--- src/rtl/rvh_noc_pkg.sv ---
// Shared NoC router types and limits used by the switch-allocation logic.
package rvh_noc_pkg;

  localparam int VC_DEPTH_MAX    = 2;
  localparam int QoS_Value_Width = 4;
  localparam int VC_ID_NUM_MAX_W = 2;
  localparam int SA_AGE_MAX      = 15;

  typedef struct packed {
    logic                       vld;
    logic [VC_ID_NUM_MAX_W-1:0] vc_id;
    logic [QoS_Value_Width-1:0] qos_value;
  } sa_req_t;

endpackage

--- src/rtl/rvh_noc_qos_rr_picker.sv ---
// Combinational picker: highest QoS among eligible requesters, ties broken
// by the first index at or after rr_ptr in circular order.
module rvh_noc_qos_rr_picker #(
  parameter int REQ_NUM = 4,
  parameter int QOS_W   = 4,
  parameter int IDX_W   = 2
) (
  input  logic [REQ_NUM-1:0]       eligible,
  input  logic [REQ_NUM*QOS_W-1:0] eff_qos,
  input  logic [IDX_W-1:0]         rr_ptr,
  output logic [REQ_NUM-1:0]       win_oh,
  output logic [IDX_W-1:0]         win_idx
);

  logic             found;
  logic [QOS_W-1:0] best;
  int               idx;

  // NOTE: every variable gets a default before the loop so no latch is inferred.
  always_comb begin
    win_oh  = '0;
    win_idx = '0;
    found   = 1'b0;
    best    = '0;
    idx     = 0;
    // Strict '>' keeps the earliest circular candidate on a tie.
    for (int k = 0; k < REQ_NUM; k++) begin
      idx = int'(rr_ptr) + k;
      if (idx >= REQ_NUM) idx = idx - REQ_NUM;
      if (eligible[idx] && (!found || (eff_qos[idx*QOS_W +: QOS_W] > best))) begin
        found   = 1'b1;
        best    = eff_qos[idx*QOS_W +: QOS_W];
        win_idx = IDX_W'(idx);
      end
    end
    if (found) win_oh[win_idx] = 1'b1;
  end

endmodule

--- src/rtl/rvh_noc_output_port_credit_arbiter.sv ---
// Output-port switch allocator: QoS/round-robin/aging arbitration gated by
// per-VC downstream credit counters.
module rvh_noc_output_port_credit_arbiter
  import rvh_noc_pkg::*;
#(
  parameter int REQ_NUM  = 4,
  parameter int VC_NUM   = 4,
  parameter int VC_DEPTH = VC_DEPTH_MAX,
  parameter int QOS_W    = QoS_Value_Width,
  parameter int AGE_MAX  = SA_AGE_MAX,
  localparam int VC_W    = (VC_NUM > 1) ? $clog2(VC_NUM) : 1,
  localparam int IDX_W   = (REQ_NUM > 1) ? $clog2(REQ_NUM) : 1,
  localparam int CNT_W   = $clog2(VC_DEPTH + 1),
  localparam int AGE_W   = $clog2(AGE_MAX + 1)
) (
  input  logic                     clk,
  input  logic                     rstn,
  input  logic [REQ_NUM-1:0]       req_vld_i,
  input  logic [REQ_NUM*VC_W-1:0]  req_vc_id_i,
  input  logic [REQ_NUM*QOS_W-1:0] req_qos_i,
  output logic                     grant_vld_o,
  output logic [REQ_NUM-1:0]       grant_oh_o,
  output logic [VC_W-1:0]          grant_vc_id_o,
  input  logic                     credit_ret_vld_i,
  input  logic [VC_W-1:0]          credit_ret_vc_id_i,
  output logic [VC_NUM-1:0]        credit_avail_o,
  output logic                     credit_err_o
);

  localparam int VC_PAD = 1 << VC_ID_NUM_MAX_W;

  logic [CNT_W-1:0]         credit_cnt     [VC_NUM];
  logic [CNT_W-1:0]         credit_cnt_nxt [VC_NUM];
  logic [AGE_W-1:0]         age            [REQ_NUM];
  logic [IDX_W-1:0]         rr_ptr;
  logic                     err_set;
  sa_req_t                  req            [REQ_NUM];
  logic [VC_PAD-1:0]        avail_pad;
  logic [REQ_NUM-1:0]       eligible;
  logic [REQ_NUM*QOS_W-1:0] eff_qos;
  logic [REQ_NUM-1:0]       win_oh;
  logic [IDX_W-1:0]         win_idx;

  always_comb begin
    for (int v = 0; v < VC_NUM; v++) credit_avail_o[v] = (credit_cnt[v] != '0);
  end

  // VC ids beyond VC_NUM land on zero bits of avail_pad and are never eligible.
  always_comb begin
    avail_pad = '0;
    for (int v = 0; v < VC_NUM; v++) avail_pad[v] = credit_avail_o[v];
    for (int i = 0; i < REQ_NUM; i++) begin
      req[i].vld       = req_vld_i[i];
      req[i].vc_id     = VC_ID_NUM_MAX_W'(req_vc_id_i[i*VC_W +: VC_W]);
      req[i].qos_value = QoS_Value_Width'(req_qos_i[i*QOS_W +: QOS_W]);
      eligible[i]      = req[i].vld && avail_pad[req[i].vc_id];
      eff_qos[i*QOS_W +: QOS_W] = (age[i] == AGE_W'(AGE_MAX)) ? {QOS_W{1'b1}}
                                                               : QOS_W'(req[i].qos_value);
    end
  end

  rvh_noc_qos_rr_picker #(
    .REQ_NUM (REQ_NUM),
    .QOS_W   (QOS_W),
    .IDX_W   (IDX_W)
  ) u_picker (
    .eligible (eligible),
    .eff_qos  (eff_qos),
    .rr_ptr   (rr_ptr),
    .win_oh   (win_oh),
    .win_idx  (win_idx)
  );

  assign grant_vld_o   = rstn && (|eligible);
  assign grant_oh_o    = rstn ? win_oh : '0;
  assign grant_vc_id_o = req_vc_id_i[win_idx*VC_W +: VC_W];

  // Grant and return on the same VC cancel; a return at full depth saturates.
  always_comb begin
    err_set = 1'b0;
    for (int v = 0; v < VC_NUM; v++) begin
      credit_cnt_nxt[v] = credit_cnt[v];
      if (credit_ret_vld_i && (credit_ret_vc_id_i == VC_W'(v))) begin
        if (!(grant_vld_o && (grant_vc_id_o == VC_W'(v)))) begin
          if (credit_cnt[v] == CNT_W'(VC_DEPTH)) err_set = 1'b1;
          else credit_cnt_nxt[v] = credit_cnt[v] + 1'b1;
        end
      end else if (grant_vld_o && (grant_vc_id_o == VC_W'(v))) begin
        credit_cnt_nxt[v] = credit_cnt[v] - 1'b1;
      end
    end
  end

  // NOTE: sequential state uses non-blocking assignments only.
  always_ff @(posedge clk) begin
    if (!rstn) begin
      // NOTE: the credit and age arrays are small register files that must
      // restart from known values, so each entry is reset explicitly.
      for (int v = 0; v < VC_NUM; v++) credit_cnt[v] <= CNT_W'(VC_DEPTH);
      for (int i = 0; i < REQ_NUM; i++) age[i] <= '0;
      rr_ptr       <= '0;
      credit_err_o <= 1'b0;
    end else begin
      for (int v = 0; v < VC_NUM; v++) credit_cnt[v] <= credit_cnt_nxt[v];
      if (err_set) credit_err_o <= 1'b1;
      if (grant_vld_o)
        rr_ptr <= (win_idx == IDX_W'(REQ_NUM - 1)) ? '0 : win_idx + 1'b1;
      for (int i = 0; i < REQ_NUM; i++) begin
        if (!req_vld_i[i] || grant_oh_o[i]) age[i] <= '0;
        else if (age[i] != AGE_W'(AGE_MAX)) age[i] <= age[i] + 1'b1;
      end
    end
  end

endmodule
--- config.mk ---
export PLATFORM = sky130hd
export DESIGN_NAME = rvh_noc_output_port_credit_arbiter
export DESIGN_NICKNAME = d
export VERILOG_FILES = /design/src/rtl/rvh_noc_pkg.sv /design/src/rtl/rvh_noc_qos_rr_picker.sv /design/src/rtl/rvh_noc_output_port_credit_arbiter.sv
export SDC_FILE = /design/constraint.sdc
export NUM_CORES = 1
export LEC_CHECK = 0
export ABC_AREA = 1
export CAP_MARGIN = 20
export CELL_PAD_IN_SITES_DETAIL_PLACEMENT = 0
export CELL_PAD_IN_SITES_GLOBAL_PLACEMENT = 1
export CORE_UTILIZATION = 40
export CTS_CLUSTER_SIZE = 28
export DETAILED_ROUTE_END_ITERATION = 8
export GPL_TIMING_DRIVEN = 0
export HOLD_SLACK_MARGIN = 0.06
export PLACE_DENSITY = 0.82
export SYNTH_ARGS = -nofsm -noshare
export SYNTH_HDL_FRONTEND = slang
export SYNTH_HIERARCHICAL = 1
export SYNTH_SLANG_ARGS = --single-unit
--- constraint.sdc ---
create_clock -name clk -period 11.3 [get_ports clk]
set_input_delay 3.39 -clock clk [delete_from_list [all_inputs] [get_ports clk]]
set_output_delay 3.39 -clock clk [all_outputs]
set_load 0.05 [all_outputs]
==> reports/results.tsv, run 1 <==
stage	metric	value	unit
floorplanning	io_pins	45	
floorplanning	core_area	7888	sq um
critical_path	path_common_cell	nand2_2	
detailed_routing	num_vias	3616	
sta	tightest_slew	0.5036	ns
flow_run	cap_viol_max_count	0	
placed_design	dp_hpwl	6606	um
sta	grt_setup_unrepaired	yes	
finish	drive_above_1_share	0.4929	
finish	fill_cells	666	
synth	synth.avg_cell_area	6.499	sq um
detailed_routing	dr.pass1.iters	6	
global_routing	track_usage	0.2216	
synth	synth_ff_type	edfxtp_1	
synth	synth.area.top_cells	edfxtp_1 (14%), nand2_1 (14%), ha_1 (8.3%)	
synth	yosysWarnings	6	
critical_path	cp_max_fo	5	
synth	ys_ff_latch	27	
detailed_routing	avgViaCountPerCell	4.920	
sta	fin_ws	-0.1691	ns
run_status	violations	negative setup slack	
finish	num-nets-final	689	
detailed_routing	ant_nets	0	
floorplanning	fp.dieW	93.03	um
finish	area_growth	54.55	%
critical_path	criticalPathCategory	in -> out	
cts	cts_buffers	3	
global_routing	antenna_found_initial	0	
critical_path	endpoint	grant_vc_id_o[0]	
floorplanning	die-area	8654	sq um
critical_path	end_kind	primary output	
floorplanning	die_h	93.03	um
synth	ys_async_sr_fraction	0	
floorplanning	rows	32	
critical_path	crit_path_top_delay_cell	clkdlybuf4s50_1	
cts	ctsHtreeMaxLevel	1	
synth	yosys.cell_types.count	34	
cts	path_clk_slew	0.10	ns
synth	synth.top_cell.area_share	0.1450	
detailed_routing	drt_first_iter_violations	91	
global_routing	grt_max_degree	17	
synth	syn_inst	510	
critical_path	cp-start-kind	input port	
synth	netlist_area	3314	sq um
global_routing	first_global_vias	3398	
cts	insertion_delay	0.28	ns
sta	fin_crit	11.47	ns
critical_path	r2r_end	credit_err_o	
critical_path	crit_start	req_qos_i[11]	
cts	cts_max_path_buffers	2	
detailed_routing	post_drt_wl_per_cell	13.87	um
sta	fin_hold_ws	0.5343	ns
floorplanning	start_util	0.4202	
critical_path	rr_startpoint	rr_ptr[1]	
global_routing	grt_overflow	0	
cts	clockRootBuffer	clkbuf_8	
synth	syn-num-nets	565	
critical_path	worst-r2r-cell-count	49	
synth	yosys.area.top_type	edfxtp_1	
critical_path	r2r_setup_slack	4.82	ns
sta	max_slew_margin	0.6632	
sta	setup_viol	4	
global_routing	grt_pass1_wl	15280	um
run_status	status	complete, but fails checks	
critical_path	cpPeakStageDelay	0.42	ns
min_path	hp-class	reg -> reg	
cts	cts_tree	yes	
placed_design	io_buffers	44	
synth	ys_seq_area_frac	0.2114	
sta	fmax	0.08719	GHz
detailed_routing	drc	0	
cts	clock-sinks	27	
synth	synth-edff-count	16	
sta	fin_worst_skew	0.005476	ns
sta	tns	-0.3606	ns
cts	holdBufCountCts	0	
sta	period_share	1.015	
placed_design	routabilityCongestion	0.7963	
sta	slew_violations	0	
sta	hold_viol_final	0	
detailed_routing	wirelength	10200	um
critical_path	arrival	8.08	ns
critical_path	required	7.91	ns
finish	diodes	0	
[state kept, by name, summed over array words and instances, names as in the netlist]
signal	cells
credit_cnt	8
age	16
rr_ptr	2
credit_err_o	1
[per-layer routing]
| layer | part of all wire | track usage |
|---|---|---|
| met5 | 0 | 0 |
| met2 | 0.52 | 0.4032 |
| met1 | 0.43 | 0.2666 |
| met3 | 0.027 | 0.01951 |
| met4 | 0.023 | 0.08974 |
[final cells by class]
type | instances | area (sq um) | share of cell area
Buffer | 11 | 78.83 | 0.01539
Timing Repair Buffer | 118 | 1057 | 0.2064
Multi-Input combinational cell | 392 | 2778 | 0.5423
Clock inverter | 1 | 7.507 | 0.001466
Tap cell | 102 | 127.6 | 0.02491
Inverter | 81 | 331.6 | 0.06473
Sequential cell | 27 | 700.7 | 0.1368
Clock buffer | 3 | 41.29 | 0.008061
[synth_stat cells, types with 2 or more instances]
| cell | n |
|---|---|
| nand2_1 | 123 |
| inv_1 | 67 |
| nor2_1 | 55 |
| nand3_1 | 37 |
| ha_1 | 22 |
| or2_2 | 22 |
| nand2_2 | 21 |
| o21ai_1 | 19 |
| o21ai_0 | 18 |
| edfxtp_1 | 16 |
| a21oi_1 | 14 |
| inv_2 | 13 |
| dfxtp_1 | 11 |
| nand3_2 | 10 |
| xor2_1 | 8 |
| buf_2 | 7 |
| nor2_2 | 7 |
| nand2_4 | 6 |
| xnor2_1 | 5 |
| buf_6 | 4 |
| mux2i_1 | 4 |
| o22ai_1 | 4 |
| nor3_4 | 3 |
| nand3_4 | 2 |
| nor2_8 | 2 |
| nor3_1 | 2 |
[worst min path at each step]
stage / start / to / slack, ns / cells after the start
finish: credit_cnt[1][1] / credit_cnt[1][1] / 0.53 / 2
global route: credit_cnt[2][1] / credit_cnt[2][1] / 0.59 / 2
CTS: credit_cnt[1][1] / credit_cnt[1][1] / 0.54 / 2
detailed placement: credit_cnt[1][1] / credit_cnt[1][1] / 0.52 / 2
global placement: credit_cnt[0][1] / credit_cnt[0][1] / 0.52 / 2
floorplan: credit_cnt[1][1] / credit_cnt[1][1] / 0.49 / 2
[cell usage in the layout, fill, tap and decap left out, types with 4 or more instances in the layout]
cell and instances:
clkdlybuf4s50_1 11, nand2_1 86, ha_4 6, ha_1 16
buf_2 7, xor2_1 8, a21oi_2 6, nand3_2 13
nand2_4 17, inv_1 40, o21ai_2 19, buf_8 7
inv_4 4, nand2_2 47, o21ai_1 9, or2_2 6
inv_2 34, dlymetal6s2s_1 15, buf_4 70, edfxtp_1 16
buf_6 10, o22ai_1 4, nand3_1 33, or2_4 16
dfxtp_1 11, a21oi_1 6, nor2_1 44, o21ai_4 5
xnor2_1 5, o21ai_0 4, clkbuf_2 4, nor2_2 16
[worst max-delay path, delay by kind of cell]
family,cells,cell delay (ns)
buffers and inverters,9,1.14
adders and majority gates,3,0.86
and+or+nand+nor,22,1.97
AOI/OAI and AO/OA,8,0.74
[what timing repair did]
item | in CTS | in global routing
cloned | 3 | 0
buffers inserted | 47 | 27
endpoints found under the setup margin | 6 | 6
pin swaps | 28 | 79
resized for setup | 113 | 183
[through the flow]
step / instances / utilization / cell area [sq um] / setup WS, ns
after detailed placement: 656 / 0.4922 / 3882 / -1.478
after floorplan: 510 / - / 3314 / 0.3263
final: 735 / 0.6494 / 5122 / -0.1691
after CTS: 709 / 0.5581 / 4402 / -0.1830
after global placement: 656 / 0.4922 / 3882 / -1.404
after global routing: 735 / 0.6494 / 5122 / -0.4111
[cells by family after synthesis]
logic type	synth area share
buffers and inverters	0.1185
xor gates and xnor gates	0.03435
DFF	0.2114
muxes	0.01208
AOI/OAI and AO/OA	0.08872
and+or+nand+nor	0.4519
adders and majority gates	0.08305
Power of run 1 is not shown: default switching activity piles up to over one toggle a cycle in this logic, so the estimate is an artifact.
==> inputs of run 2 (changes only) <==
--- a/config.mk
+++ b/config.mk
@@ -14,6 +14,7 @@
 export DETAILED_ROUTE_END_ITERATION = 8
 export GPL_TIMING_DRIVEN = 0
 export HOLD_SLACK_MARGIN = 0.06
+export MAX_ROUTING_LAYER = met4
 export PLACE_DENSITY = 0.82
 export SYNTH_ARGS = -nofsm -noshare
 export SYNTH_HDL_FRONTEND = slang
==> run 2 against run 1 <==
  * The run still ends with negative setup slack left
  * Global-route usage grew 0.56 points
  * Die area is the same
  * Sequential share of layout area is the same
  * Sequential cell count is the same
  * Final cell count is the same
  * Utilization is the same
  * Fmax is essentially flat
  * Clock skew is essentially flat
  * Via count shrank 0.11%
  * Non-clock buffer count is the same
==> reports/results.tsv, run 2 (same netlist as run 1, synthesis figures left out) <==
stage	metric	value	unit
run_status	status	complete, but fails checks	
run_status	violations	negative setup slack	
finish	fin_area	5122	sq um
finish	largest_reg_flops	16	
cts	cts_buffers	3	
critical_path	crit_start	req_qos_i[11]	
cts	cts_max_path_buffers	2	
detailed_routing	num_vias	3612	
finish	final_common_cell	nand2_1	
detailed_routing	ant_nets	0	
critical_path	criticalPathCategory	in -> out	
cts	insertion_delay	0.28	ns
sta	fin_hold_ws	0.5349	ns
finish	largest_registers	age (16), credit_cnt (8), rr_ptr (2)	
sta	fmax	0.08721	GHz
finish	diodes	0	
placed_design	place_inst	656	
sta	max_slew_margin	0.6648	
floorplanning	io_pins	45	
global_routing	grt_pass1_wl	15280	um
finish	num-nets-final	689	
sta	hold_viol_final	0	
finish	top_register	age	
cts	clock-sinks	27	
sta	period_share	1.015	
global_routing	grt_max_degree	17	
placed_design	routabilityCongestion	0.8076	
critical_path	endpoint	grant_vc_id_o[1]	
floorplanning	start_util	0.4202	
sta	slew_violations	0	
cts	holdBufCountCts	0	
critical_path	arrival	8.08	ns
floorplanning	core_area	7888	sq um
sta	tightest_slew	0.5013	ns
cts	ctsHtreeMaxLevel	1	
critical_path	crit_path_top_delay_cell	clkdlybuf4s50_1	
critical_path	worst-r2r-cell-count	49	
global_routing	first_global_vias	3403	
detailed_routing	drc	0	
detailed_routing	avgViaCountPerCell	4.914	
floorplanning	die_h	93.03	um
finish	fin_util	0.6494	
sta	fin_ws	-0.1662	ns
sta	setup_viol	4	
sta	grt_setup_unrepaired	yes	
cts	cts_tree	yes	
finish	area_growth	54.55	%
floorplanning	rows	32	
detailed_routing	post_drt_wl_per_cell	13.88	um
finish	final_cell_mix	nand2_1 (86), buf_4 (70), nand2_2 (47)	
critical_path	required	7.91	ns
sta	fin_crit	11.47	ns
critical_path	cp_max_fo	5	
cts	path_clk_slew	0.10	ns
critical_path	cpPeakStageDelay	0.42	ns
placed_design	post_dp_cell_area	3882	sq um
min_path	hold_depth	2	
critical_path	cp-start-kind	input port	
global_routing	grt_overflow	0	
detailed_routing	dr.pass1.iters	4	
floorplanning	fp.dieW	93.03	um
critical_path	end_kind	primary output	
critical_path	path_common_cell	nand2_2	
min_path	hold_start	credit_cnt[1][1]	
global_routing	track_usage	0.2272	
finish	drive_above_1_share	0.4929	
flow_run	cap_viol_max_count	0	
critical_path	r2r_end	credit_err_o	
finish	fill_cells	668	
finish	final_cells	735	
detailed_routing	drt_first_iter_violations	122	
detailed_routing	wirelength	10200	um
sta	fin_worst_skew	0.005393	ns
critical_path	r2r_setup_slack	4.82	ns
placed_design	dp_hpwl	6606	um
cts	clockRootBuffer	clkbuf_8	
placed_design	io_buffers	44	
floorplanning	die-area	8654	sq um
min_path	hp-class	reg -> reg	
critical_path	rr_startpoint	rr_ptr[1]	
global_routing	antenna_found_initial	0	
==> run 2: critical path: cells and delay by family <==
family	cells	cell delay, ns
adder cells (fa/ha/maj)	3	0.86
AO/OA/AOI/OAI	8	0.67
AND/OR/NAND/NOR	24	2.15
buffers and inverters	7	1.00
==> run 2: timing repair <==
action | in CTS | in global routing
setup buffers | 47 | 27
setup endpoints to repair | 6 | 6
cloned | 3 | 0
resized for setup | 113 | 183
pin swaps | 28 | 79
==> run 2: final cells by class <==
cell class              count  area (sq um)  area share
flip-flops and latches     27         700.7      0.1368
clock buffers               3         41.29    0.008061
multi-input cells         392          2778      0.5423
well taps                 102         127.6     0.02491
plain buffers              11         78.83     0.01539
inverters                  81         331.6     0.06473
clock inverters             1         7.507    0.001466
repair buffers            118          1057      0.2064
==> run 2: worst min-delay path by stage <==
stage                                   to  slack (ns)
after floorplan           credit_cnt[1][1]        0.49
after global placement    credit_cnt[0][1]        0.52
after detailed placement  credit_cnt[1][1]        0.52
after CTS                 credit_cnt[1][1]        0.54
after global routing      credit_cnt[2][1]        0.59
final                     credit_cnt[1][1]        0.53
==> run 2: metrics by stage <==
stage	TNS, ns	setup WS [ns]
after floorplan	0	0.3263
after global placement	-7.134	-1.404
after detailed placement	-7.514	-1.478
after CTS	-0.3845	-0.1830
after global routing	-1.960	-0.4347
final	-0.3790	-0.1662
==> run 2: metal layers <==
layer  wire length [um]  GRT usage  up-vias
li1                   -          -     1867
met1               4297     0.2656     1645
met2               5330     0.3995       77
met3                268    0.02114       23
met4                303    0.09359        0
met5                  0          -        -
Power of run 2 is left out for the same reason.
